==> config.mk <==
export PLATFORM = sky130hd
export DESIGN_NAME = gray_to_rgb_colorizer
export DESIGN_NICKNAME = d
export VERILOG_FILES = /design/src/rtl/gray_to_rgb_colorizer.sv
export SDC_FILE = /design/constraint.sdc
export NUM_CORES = 1
export LEC_CHECK = 0
export CORE_MARGIN = 4
export CORE_UTILIZATION = 50
export DETAILED_ROUTE_END_ITERATION = 6
export MAX_ROUTING_LAYER = met4
export PLACE_DENSITY = 0.67
export REMOVE_ABC_BUFFERS = 1
export SETUP_SLACK_MARGIN = 0.02
export SLEW_MARGIN = 0
export SYNTH_ARGS = -nofsm -noshare
export SYNTH_HDL_FRONTEND = slang
export SYNTH_SLANG_ARGS = --single-unit
==> constraint.sdc <==
create_clock -name clk -period 12 [get_ports clk]
set_clock_uncertainty 0.15 [all_clocks]
set_input_delay 2.4 -clock clk [delete_from_list [all_inputs] [get_ports clk]]
set_output_delay 2.4 -clock clk [all_outputs]
set_load 0.05 [all_outputs]
==> src/rtl/gray_to_rgb_colorizer.sv <==
// Two-stage valid/ready colorizer: expands 8-bit gray into RGB using one of four
// runtime-selectable mappings, with full backpressure and an output transfer counter.
module gray_to_rgb_colorizer #(
  parameter int unsigned CNT_W = 16
) (
  input  logic             clk,
  input  logic             rst,
  input  logic [7:0]       GrayIn,
  input  logic             InValid,
  output logic             InReady,
  input  logic             CfgWe,
  input  logic [1:0]       CfgMode,
  input  logic [23:0]      CfgTint,
  output logic [7:0]       RedOut,
  output logic [7:0]       GreenOut,
  output logic [7:0]       BlueOut,
  output logic             OutValid,
  input  logic             OutReady,
  output logic [CNT_W-1:0] PixelCount
);

  typedef enum logic [1:0] {
    MODE_REPLICATE = 2'd0,
    MODE_TINT      = 2'd1,
    MODE_HEATMAP   = 2'd2,
    MODE_INVERT    = 2'd3
  } mode_e;

  mode_e             r_mode;
  logic [23:0]       r_tint;

  logic              r_s1_valid;
  logic [7:0]        r_s1_gray;
  mode_e             r_s1_mode;
  logic [23:0]       r_s1_tint;

  logic              r_out_valid;
  logic [7:0]        r_red;
  logic [7:0]        r_green;
  logic [7:0]        r_blue;
  logic [CNT_W-1:0]  r_count;

  logic              w_s2_en;
  logic              w_s1_en;
  logic [7:0]        w_red;
  logic [7:0]        w_green;
  logic [7:0]        w_blue;
  logic [7:0]        w_ramp;

  // (g*t + g) >> 8 never exceeds 16 bits and maps tint 255 exactly onto g.
  function automatic logic [7:0] tint_channel(input logic [7:0] g, input logic [7:0] t);
    logic [15:0] p;
    p = 16'(g) * 16'(t) + 16'(g);
    return p[15:8];
  endfunction

  assign w_s2_en = ~r_out_valid | OutReady;
  assign w_s1_en = ~r_s1_valid | w_s2_en;
  assign InReady = w_s1_en;

  // Heatmap ramp: 2g in the lower half, 2(g-128) in the upper half.
  assign w_ramp = {r_s1_gray[6:0], 1'b0};

  always_comb begin
    w_red   = '0;
    w_green = '0;
    w_blue  = '0;
    unique case (r_s1_mode)
      MODE_REPLICATE: begin
        w_red   = r_s1_gray;
        w_green = r_s1_gray;
        w_blue  = r_s1_gray;
      end
      MODE_TINT: begin
        w_red   = tint_channel(r_s1_gray, r_s1_tint[23:16]);
        w_green = tint_channel(r_s1_gray, r_s1_tint[15:8]);
        w_blue  = tint_channel(r_s1_gray, r_s1_tint[7:0]);
      end
      MODE_HEATMAP: begin
        if (!r_s1_gray[7]) begin
          w_green = w_ramp;
          w_blue  = 8'd255 - w_ramp;
        end else begin
          w_red   = w_ramp;
          w_green = 8'd255 - w_ramp;
        end
      end
      MODE_INVERT: begin
        w_red   = ~r_s1_gray;
        w_green = ~r_s1_gray;
        w_blue  = ~r_s1_gray;
      end
      default: ;
    endcase
  end

  always_ff @(posedge clk) begin
    if (rst) begin
      r_mode      <= MODE_REPLICATE;
      r_tint      <= '1;
      r_s1_valid  <= 1'b0;
      r_s1_gray   <= '0;
      r_s1_mode   <= MODE_REPLICATE;
      r_s1_tint   <= '1;
      r_out_valid <= 1'b0;
      r_red       <= '0;
      r_green     <= '0;
      r_blue      <= '0;
      r_count     <= '0;
    end else begin
      if (CfgWe) begin
        r_mode <= mode_e'(CfgMode);
        r_tint <= CfgTint;
      end
      // Stage 1 snapshots the pre-write config, so a same-cycle CfgWe affects only later pixels.
      if (w_s1_en) begin
        r_s1_valid <= InValid;
        if (InValid) begin
          r_s1_gray <= GrayIn;
          r_s1_mode <= r_mode;
          r_s1_tint <= r_tint;
        end
      end
      if (w_s2_en) begin
        r_out_valid <= r_s1_valid;
        if (r_s1_valid) begin
          r_red   <= w_red;
          r_green <= w_green;
          r_blue  <= w_blue;
        end
      end
      if (r_out_valid && OutReady) begin
        r_count <= r_count + CNT_W'(1);
      end
    end
  end

  assign OutValid   = r_out_valid;
  assign RedOut     = r_red;
  assign GreenOut   = r_green;
  assign BlueOut    = r_blue;
  assign PixelCount = r_count;

endmodule
==> results.md <==
- The total setup violations reported at the end of the flow is 0.
- The count of flip-flops with a built-in enable after synthesis is 0.
- Summing over every cut layer, the via total after detailed routing is 7,991.
- Of all flip-flops after synthesis, the portion carrying an async set or reset was 0.
- Excluding fillers, the count of instances in the completed layout stands at approximately 1,500.
- The final-layout setup total negative slack is 0 ps.
- The capturing element type of the critical path is an output port.
- The wire length of the first global-routing pass is 41.6 mm.
- The count of antenna-violating nets left after detailed routing is 0.
- The area growth from synthesis to layout is 12.2%.
- The first-iteration detailed-routing DRC count is 358.
- Dividing the final minimum period by the clock period gives 0.547.
- Along the worst path, the maximum fanout reaches 5.
- The worst pin sits at a relative slew slack of 0.320.
- The number of top-level pins is between 80 and 90.
- Entering global routing, the biggest net connects between 70 and 80 pins.
- After detailed placement, the design holds a cell count of approximately 1,500.
- The clock network latency to the later pin of the worst-skew pair is 370 ps.
- The floorplan has 52 rows.
- Synthesis produced 1,187 cells.
- The total number of yosys warnings is 0.
- The CTS buffer count is 9.
- The worst setup path is launched from an input pin.
- The H-tree was split into 3 levels.
- The die area is 23,100 um2.
- TritonCTS built the clock tree.
- The estimated wirelength of the detail-placed design is 17.4 mm.
- Ranked by total cell area, the synthesized netlist is headed by sky130_fd_sc_hd__fa_1 25%, sky130_fd_sc_hd__dfxtp_1 20%, sky130_fd_sc_hd__ha_1 13%.
- Of the cells placed in the final design, the portion with a size suffix greater than 1 is 0.0334.
- The number of global-route vias before repair is 8,308.
- Among all flip-flop cells after synthesis, the most frequent one is sky130_fd_sc_hd__dfxtp_1.
- The run finished with clean final reports.
- The number of antenna diodes is 0.
- After synthesis, the mean cell area works out to 8.75 um2.
- Clock tree synthesis found a total of 102 sinks.
- The initial core utilization is 0.510.
- The tree is rooted in a sky130_fd_sc_hd__clkbuf_16.
- The initial antenna violation count is 0.
- Setup repair after global routing left no endpoint under its margin.
- For this run the aggregate overflow at the end of global routing stands at 0.
- The largest vdd supply drop is 0.0665 mV.
- The actual transition at the worst max-transition pin is 1020 ps.
- The number of buffers added for setup after CTS is 0.
- The port buffer count is 80.
- The number of hold-slack violations in the final timing report is 0.
- Counting along the longest clock path gives a buffer depth of 2.
- In the final design database the tool counted 1,501 nets.
- The share of the Yosys chip area taken by registers is 0.197.
- The clock slew seen by the registers of the worst setup and hold paths is 90 ps.
- The final weighted congestion in routability-driven placement is 0.842.
- Subtracting the final worst setup slack from the clock period gives 6570 ps.
- The worst hold path was traced through 2 stages.
- The horizontal die dimension is 152 um.
- Static timing analysis puts the maximum clock frequency at 0.152 GHz.
- After detailed routing, the number of vias per cell comes to roughly 5.3.
- In this run, post-CTS repair resized a total of 0 instances.
- Of the post-synthesis cell area, the dominant cell type holds 0.249.
- Data on the critical path arrives at its endpoint at 4020 ps.
- The routed wire length is 24.2 mm.
- The final max-slew violation count is 0.
- The cell count of the worst reg-to-reg path is 17.
- The register bit total from synthesis is 102.
- The floorplan step set the die height to 152 um.
- For this run, the detailed router's first-pass iteration total came to 4.
- The leakage power figure is 5.56 nW.
- With fillers left out, the area of the finished cells amounts to approximately 12,000 um2.
- The hold buffer count at cts is 0.
- The class of the most critical hold timing path is flip-flop to flip-flop.
- The final core area utilization is 0.573.
- In the final routed layout, each cell accounts on average for around 16 um.
- The synthesized netlist contains 52 unique library cells.
- The placed instances occupy a cell area of 11,300 um2.
- In this run the power density over the cells is 108 nW/um2.
- Data on the critical path is required at its endpoint by around 9500 ps.
- The area of the mapped netlist is 10,400 um2.
- Across every metal layer, demand over resource in global routing totals 0.225.
- The core footprint is around 20,000 um2.
- The biggest area contributor in the post-synthesis netlist is sky130_fd_sc_hd__fa_1.
- The max capacitance violation total is 0.
- After detailed routing, the number of remaining DRC violations is 0.
- The critical path class is input pin to output port.
[through the flow]
stage / worst slack (ps) / hold WS, ps / total power, mW
after CTS: 5420 / 317 / 1.27
after global placement: 5450 / 291 / 0.938
after global routing: 5310 / 338 / 1.37
after floorplan: 6490 / 275 / 0.799
after detailed placement: 5430 / 295 / 0.953
final: 5430 / 315 / 1.26
[cell usage in the layout (no fill, tap or decap), types with 3 or more instances in the layout]
cell                              instances
sky130_fd_sc_hd__o21bai_1                 3
sky130_fd_sc_hd__buf_4                   13
sky130_fd_sc_hd__a21o_1                   8
sky130_fd_sc_hd__clkinv_8                 3
sky130_fd_sc_hd__nor2_1                  58
sky130_fd_sc_hd__ha_1                   111
sky130_fd_sc_hd__a21oi_1                 48
sky130_fd_sc_hd__nor3_1                   3
sky130_fd_sc_hd__o21ai_0                 32
sky130_fd_sc_hd__nand3_1                 13
sky130_fd_sc_hd__clkbuf_16                9
sky130_fd_sc_hd__nand2_1                175
sky130_fd_sc_hd__a311oi_1                 6
sky130_fd_sc_hd__nand3b_1                24
sky130_fd_sc_hd__and3_1                   4
sky130_fd_sc_hd__dfxtp_1                102
sky130_fd_sc_hd__xnor2_1                 15
sky130_fd_sc_hd__fa_1                   129
sky130_fd_sc_hd__o21ai_1                 12
sky130_fd_sc_hd__nor2b_1                 27
sky130_fd_sc_hd__inv_1                  136
sky130_fd_sc_hd__a31oi_1                  3
sky130_fd_sc_hd__o22ai_1                 10
sky130_fd_sc_hd__and2_1                 113
sky130_fd_sc_hd__nand2b_1                 5
sky130_fd_sc_hd__clkdlybuf4s50_1         78
sky130_fd_sc_hd__nand4b_1                 3
sky130_fd_sc_hd__a211o_1                 24
sky130_fd_sc_hd__xor2_1                  23
[critical path, cell delays in order]
cell and delay (ps):
sky130_fd_sc_hd__clkdlybuf4s50_1 470, sky130_fd_sc_hd__nor2b_1 290, sky130_fd_sc_hd__nand2_1 130, sky130_fd_sc_hd__clkdlybuf4s50_1 720
[cell families (layout without fill, tap and decap cells)]
family	Yosys count	count (layout)	synth area share
compound gates	167	167	0.105
xor+xnor	38	38	0.0320
fa+ha+maj	240	240	0.382
buf+inv	205	245	0.0750
flops	102	102	0.197
mux	2	2	0.00193
simple gates	433	433	0.207
[cell type report]
class / count / area [um2]
Sequential cell: 102 / 2040
Tap cell: 270 / 338
Timing Repair Buffer: 92 / 883
Multi-Input combinational cell: 880 / 7570
Clock buffer: 9 / 225
Inverter: 137 / 514
Clock inverter: 7 / 86.3
Fill cell: 1891 / 8700
[layer usage]
| layer | part of all wire | global-route usage | up-vias |
|---|---|---|---|
| met3 | 0.045 | 0.0312 | 33 |
| li1 | - | - | 3877 |
| met4 | 0.018 | 0.0676 | 0 |
| met1 | 0.46 | 0.299 | 3928 |
| met5 | 0 | - | - |
| met2 | 0.48 | 0.362 | 153 |
[flip-flops by register name, summed over array words and instances, names as in the netlist]
name / cells
RedOut: 8
r_tint: 24
r_mode: 2
r_s1_valid: 1
BlueOut: 8
OutValid: 1
r_s1_gray: 8
GreenOut: 8
r_s1_mode: 2
r_s1_tint: 24
PixelCount: 16
[cells in the mapped netlist, drive strengths merged, types with 3 or more instances]
cell	n
nand2b	5
nor3	3
nor2b	28
nand3b	24
o21ai	45
inv	137
a311oi	7
nand4b	3
o22ai	10
a21oi	48
dfxtp	102
and2	113
xnor2	15
buf	10
clkbuf	58
xor2	23
nand3	14
and3	4
a31oi	3
ha	111
nand2	175
a21o	8
fa	129
o21bai	4
a211o	24
nor2	58
[power by group]
part | leakage (nW) | internal [mW] | switching (mW)
clock | 0.151 | 0.150 | 0.164
sequential | 0.840 | 0.357 | 0.0226
combinational | 4.57 | 0.240 | 0.324
total | 5.56 | 0.747 | 0.511
[final timing paths]
| kind | from | to | slack, ps |
|---|---|---|---|
| min reg2reg | r_s1_gray[0] | r_s1_gray[0] | 320 |
| max reg2reg | r_s1_gray[5] | BlueOut[5] | 6850 |
| max | OutReady | InReady | 5430 |
| min | r_s1_gray[0] | r_s1_gray[0] | 320 |
No activity file was read; power rests on OpenSTA's default activity.
